**config.mk**
```make
export PLATFORM = sky130hd
export DESIGN_NAME = pipo_shift_engine
export DESIGN_NICKNAME = d
export VERILOG_FILES = /design/src/rtl/pipo_shift_engine.sv
export SDC_FILE = /design/constraint.sdc
export NUM_CORES = 1
export LEC_CHECK = 0
export ABC_AREA = 1
export CORE_MARGIN = 8
export CORE_UTILIZATION = 46
export CTS_CLUSTER_SIZE = 28
export DETAILED_ROUTE_END_ITERATION = 10
export PLACE_DENSITY = 0.79
export REMOVE_ABC_BUFFERS = 1
export SYNTH_ARGS = -nofsm -noshare
export SYNTH_HDL_FRONTEND = slang
export SYNTH_SLANG_ARGS = --single-unit
```
**constraint.sdc**
```tcl
create_clock -name clk -period 1.7 [get_ports clk]
set_input_delay 0.255 -clock clk [delete_from_list [all_inputs] [get_ports clk]]
set_output_delay 0.255 -clock clk [all_outputs]
set_load 0.02 [all_outputs]
```
**src/rtl/pipo_shift_engine.sv**
```systemverilog
// Parallel-in/parallel-out shift register with a sequenced multi-step shift engine.
// One command shifts or rotates by a programmed step count, one step per clock.
module pipo_shift_engine #(
  parameter int unsigned WIDTH = 8,
  parameter int unsigned AMT_W = 4
) (
  input  logic             clk,
  input  logic             rst,
  input  logic             load,
  input  logic [WIDTH-1:0] value,
  input  logic             start,
  input  logic             dir,
  input  logic [1:0]       mode,
  input  logic [AMT_W-1:0] amount,
  input  logic             ser_in,
  output logic [WIDTH-1:0] out,
  output logic             ser_out,
  output logic             busy,
  output logic             done,
  output logic             zero
);

  typedef enum logic {
    S_IDLE,
    S_RUN
  } state_e;

  typedef enum logic [1:0] {
    M_ROT = 2'b00,
    M_LOG = 2'b01,
    M_ARI = 2'b10,
    M_SER = 2'b11
  } mode_e;

  state_e           state_q;
  mode_e            mode_q;
  logic             dir_q;
  logic [AMT_W-1:0] cnt_q;
  logic [WIDTH-1:0] out_q;
  logic             ser_out_q;
  logic             busy_q;
  logic             done_q;

  logic [WIDTH-1:0] step_d;
  logic             eject_d;
  logic             fill_l;
  logic             fill_r;

  // Single-step result from the latched command; ser_in is taken live.
  always_comb begin
    fill_l = 1'b0;
    fill_r = 1'b0;
    case (mode_q)
      M_ROT: begin
        fill_l = out_q[WIDTH-1];
        fill_r = out_q[0];
      end
      M_LOG: begin
        fill_l = 1'b0;
        fill_r = 1'b0;
      end
      M_ARI: begin
        fill_l = 1'b0;
        fill_r = out_q[WIDTH-1];
      end
      M_SER: begin
        fill_l = ser_in;
        fill_r = ser_in;
      end
      default: begin
        fill_l = 1'b0;
        fill_r = 1'b0;
      end
    endcase
    if (dir) begin
      step_d  = '0;
      eject_d = 1'b0;
    end else begin
      step_d  = '0;
      eject_d = 1'b0;
    end
    if (dir_q) begin
      step_d  = {out_q[WIDTH-2:0], fill_l};
      eject_d = out_q[WIDTH-1];
    end else begin
      step_d  = {fill_r, out_q[WIDTH-1:1]};
      eject_d = out_q[0];
    end
  end

  always_ff @(posedge clk) begin
    if (rst) begin
      state_q   <= S_IDLE;
      mode_q    <= M_ROT;
      dir_q     <= 1'b0;
      cnt_q     <= '0;
      out_q     <= '0;
      ser_out_q <= 1'b0;
      busy_q    <= 1'b0;
      done_q    <= 1'b0;
    end else begin
      done_q <= 1'b0;
      if (load) begin
        // Load aborts any command silently; ser_out keeps its last value.
        out_q   <= value;
        state_q <= S_IDLE;
        busy_q  <= 1'b0;
        cnt_q   <= '0;
      end else begin
        case (state_q)
          S_IDLE: begin
            if (start) begin
              dir_q   <= dir;
              mode_q  <= mode_e'(mode);
              cnt_q   <= amount;
              busy_q  <= 1'b1;
              state_q <= S_RUN;
            end
          end
          S_RUN: begin
            if (cnt_q == '0) begin
              busy_q  <= 1'b0;
              done_q  <= 1'b1;
              state_q <= S_IDLE;
            end else begin
              out_q     <= step_d;
              ser_out_q <= eject_d;
              cnt_q     <= cnt_q - AMT_W'(1);
              if (cnt_q == AMT_W'(1)) begin
                busy_q  <= 1'b0;
                done_q  <= 1'b1;
                state_q <= S_IDLE;
              end
            end
          end
          default: begin
            state_q <= S_IDLE;
            busy_q  <= 1'b0;
          end
        endcase
      end
    end
  end

  assign out     = out_q;
  assign ser_out = ser_out_q;
  assign busy    = busy_q;
  assign done    = done_q;
  assign zero    = (out_q == '0);

endmodule
```
---- Word-level counts from Yosys, hierarchy flattened ----
Index checks and enable logic that the tools add are counted.
word-level totals
  bits in registers ....................... 19
  input port bits ......................... 20
  output and inout bits ................... 12
cells by class
  $add $sub $neg .......................... 1
  eq/ne operators ......................... 9
  reductions and logical operators ........ 13
  mux-type cells .......................... 20
  bitwise operators ....................... 3
operator list
  kind                   number
  $mux W8                4
  $mux W1                9
  $reduce_and A3 Y1      3
  $logic_not A8 Y1       1
  $mux W4                2
  $pmux W4 S2            1
  $ne A2 B2 Y1 const B   3
  $pmux W1 S3            2
  $reduce_and A2 Y1      3
  $eq A2 B2 Y1 const B   2
  $eq A4 B1 Y1 const B   1
  $logic_not A4 Y1       1
  $pmux W1 S2            2
  $reduce_or A2 Y1       2
  $sub A4 B1 Y4 const B  1
  $ne A3 B1 Y1 const B   1
  $ne A3 B3 Y1 const B   1
  $not A1 Y1             3
  $reduce_or A3 Y1       1
  $eq A2 B1 Y1 const B   1
  $logic_not A2 Y1       1
  $reduce_bool A2 Y1     1

---- Longest topological paths before layout ----
  word-level depth ........................ 7
  depth in mapped cells ................... 8
  depth with buffers taken out ............ 8

---- Worst setup path before layout ----
Ideal clock, no wire load.
  kind .................................... flip-flop to output port
  start ................................... register out_q[5] (netlist: out[5])
  end ..................................... output port zero
  setup slack ............................. 0.254 ns
  buffers on the path ..................... 0
  arrival ................................. 1.191 ns
  cell stages (with the launch flop) ...... 4
  path through ............................ dfxtp_1 -> inv_1 -> nand2_1 -> nor4_1
on the way
  word-level cells in the longest chain between the ends .. 1
RTL lines
  item                      RTL line  source
  start: declaration        39        logic [WIDTH-1:0] out_q;
  start signal: assignment  105       out_q <= value;
  start signal: assignment  126       out_q <= step_d;
  $logic_not A8 Y1          149       assign zero = (out_q == '0);
  end: declaration          20        output logic zero
No other way between the ends.

---- Worst setup path in the final report ----
  start ................................... register out_q[4] (netlist: out[4])
  end ..................................... output port zero
Same word-level chain as after synthesis.

==> qor.txt <==
Status -> finished, final reports clean
Worst r2r src -> cnt_q[0]
Final WL -> 2970 um
Crit-path max FO -> 4
Share of cells above drive strength 1 -> 11.0%
Pwr Density -> 705 mW/mm^2
Post-synthesis sequential area ratio -> 34.2%
Crit start category -> flip-flop
Post-route ant nets -> 0
Largest net degree at the start of global routing -> 14
Die ar. -> 0.00425 mm^2
Synth area leaders -> dfxtp_1 34%, nand2_1 14%, nor2_1 9.4%, o21ai_0 9.4%, inv_1 5.4%
Clock buffer depth -> 2
Clk root buf -> clkbuf_4
Initial DRC count -> 74
Met1 usage -> 15.9%
Die Span Y -> 65.2 um
Yosys warning total -> 0
Slowest stage cell on the critical path -> dfxtp_1
IO Pins -> 32
Final hold violation count -> 0
HPWL after detailed placement -> 2430 um
CP Cell Sequence -> inv_1 -> nand2_1 -> nor4_1 -> dlygate4sd1_1
First-pass detailed-route iteration total -> 4
Avg Vias per Cell -> 5.16
Synth Flop Type -> dfxtp_1
Number of synthesized flops with an enable pin -> 0
Number of remaining DRC errors -> 0
GRT met2 Usage -> 26.0%
Worst rel slew slack -> 78.6%
Fmax -> 618 MHz
H-tree depth -> 1
Net Sw Power -> 0.352 mW
Synthesis-to-finish area growth -> 35.4%
Clk sink count -> 19
Slew @ Worst Pin -> 0.317 ns
Fillers -> 245
Seq pwr share -> 47.3%
Worst VDD drop -> 492 uV
Vias in the first global route -> 1,194
RePlAce Congestion -> 0.863
CTS Buf Count -> 3
Min Tclk post-route -> 1.62 ns
Clock power frac -> 21.9%
Slew Limit Fails -> 0
Path depth of the worst reg2reg path -> 8
Clock slew at reported path FFs -> 0.10 ns
Logic pwr share -> 30.8%
GRT Max-Usage Layer -> met2
Leakage -> 0.672 nW
WS Path Type -> flip-flop to output port
Util after Layout -> 63.1%
Power Internal -> 0.710 mW
RSZ-0062 raised after global routing -> no
Req. time, crit path -> 1.44 ns
MaxCap Viol Count -> 0
Initial antenna violation count -> 0
Hold Path End -> out[1]
Sw Ratio -> 33.2%
GR Util met3 -> 4.25%
Worst setup EP type -> output port
Syn Area/Cell -> 6.50 um^2
Die W -> 65.2 um
Synth Instances -> 171
Setup Slack @ Placement -> 0.0996 ns
PortBufs -> 31
Cts hold-fix bufs -> 0
Worst setup margin -> 0.0810 ns
Hold Path Class -> flip-flop to flip-flop
CP max stage delay -> 0.36 ns
Netlist cell types -> 25
Tcrit/Tclk final -> 95.2%
Grt ovf -> 0
Worst Hold Depth -> 2
Final setup TNS -> 0 ns
Mapped Area -> 0.00111 mm^2
Top-area cell type share of the netlist area -> 34.2%
Synthesized flop and latch total -> 19
Fin Hold WS -> 0.495 ns
Clk_skew -> 0.0116 ns
Core Rows -> 18
First-pass GRT wire length -> 5150 um
Hold Crit Start -> out[1]
Starting Density -> 46.6%
Worst-skew pair later-pin latency -> 0.30 ns
Post-synth top area cell -> dfxtp_1
Flop-to-flop setup slack -> 0.34 ns
Core ar. -> 0.00239 mm^2
Critical R2R Capture -> cnt_q[0]
Layout Nets -> 232
# diodes -> 0
Vias -> 1,233
TritonCTS clock tree -> yes
Crit path DAT -> 1.36 ns
Async SR Flop Fraction -> 0%
Setup-failing EPs final -> 0
Avg WL per Cell -> 12.4 um
Gr usage total -> 14.5%
-- synth_stat cells (2+ instances only) --
| library cell | count |
|---|---|
| inv_1 | 16 |
| a21oi_1 | 9 |
| o21ai_0 | 21 |
| ha_1 | 2 |
| dfxtp_1 | 19 |
| nand4_1 | 3 |
| nor3_1 | 3 |
| nand2_4 | 3 |
| o211ai_1 | 2 |
| buf_6 | 2 |
| nand2_2 | 3 |
| nand2_1 | 41 |
| nor2_1 | 28 |
| o21ai_1 | 2 |
| nand3_1 | 7 |
-- cell type report --
type	count	area, um^2	area share (%)
Multi-Input combinational cell	129	617	40.9
Sequential cell	19	380	25.2
Timing Repair Buffer	37	357	23.7
Inverter	20	87.6	5.81
Tap cell	30	37.5	2.49
Clock buffer	3	22.5	1.50
Clock inverter	1	5.00	0.332
-- metal layers --
metal | share of wire (%) | up-vias
li1 | - | 631
met1 | 44 | 561
met2 | 49 | 34
met3 | 5.5 | 7
met4 | 1.3 | 0
met5 | 0 | -
-- stage by stage --
step	cells	total power [mW]	instance area (um^2)
after floorplan	168	0.691	1080
after global placement	235	0.833	1480
after detailed placement	235	0.843	1480
after CTS	239	1.07	1500
after global routing	239	1.13	1510
final	239	1.06	1510
-- power groups by stage --
stage          clock, mW  sequential (mW)  combinational, mW
5_1_grt            0.263            0.506              0.363
6_report           0.233            0.503              0.327
3_5_place_dp           0            0.513              0.330
2_1_floorplan          0            0.534              0.157
4_1_cts            0.237            0.503              0.328
3_3_place_gp           0            0.512              0.322
-- sequential cells by signal, indices dropped and copies added (netlist names) --
register,flops
out,8
cnt_q,4
mode_q,2
busy,1
dir_q,1
done,1
ser_out,1
state_q,1
-- cells by family (layout without fill, tap and decap cells) --
family	Yosys count	after routing	synth area share, %
adders and majority gates	2	2	2.25
AOI/OAI and AO/OA	34	34	15.7
buffers and inverters	23	61	10.3
DFF	19	19	34.2
and+or+nand+nor	93	93	37.5
-- worst max path at each step --
stage           start  cells after the start      to
2_1_floorplan  out[5]                      3    zero
3_3_place_gp   out[1]                      4    zero
3_5_place_dp   out[1]                      4    zero
4_1_cts        out[0]                      2  out[0]
5_1_grt        out[5]                      4    zero
6_report       out[4]                      4    zero
-- timing repair --
item                       CTS  global route
setup endpoints to repair    1             2
buffers inserted             0             0
resized for setup            1             3
cloned                       0             0
-- cells in the final DEF, fill, tap and decap left out, types with 3 or more instances in the layout --
cell	synthesis	final
nand4_1	3	3
inv_1	16	16
nand2_1	41	41
o21ai_0	21	21
clkbuf_4	0	3
nor2_1	28	28
buf_4	0	6
nand3_1	7	7
nand2_2	3	3
dfxtp_1	19	19
a21oi_1	9	9
nand2_4	3	3
clkdlybuf4s50_1	0	29
nor3_1	3	3
-- worst max-delay path, delay by kind of cell (launching register included) --
family                 cells  cell delay, ns
buffers and inverters      2            0.44
DFF                        1            0.36
and+or+nand+nor            2            0.28
No activity file was read; power rests on OpenSTA's default activity.
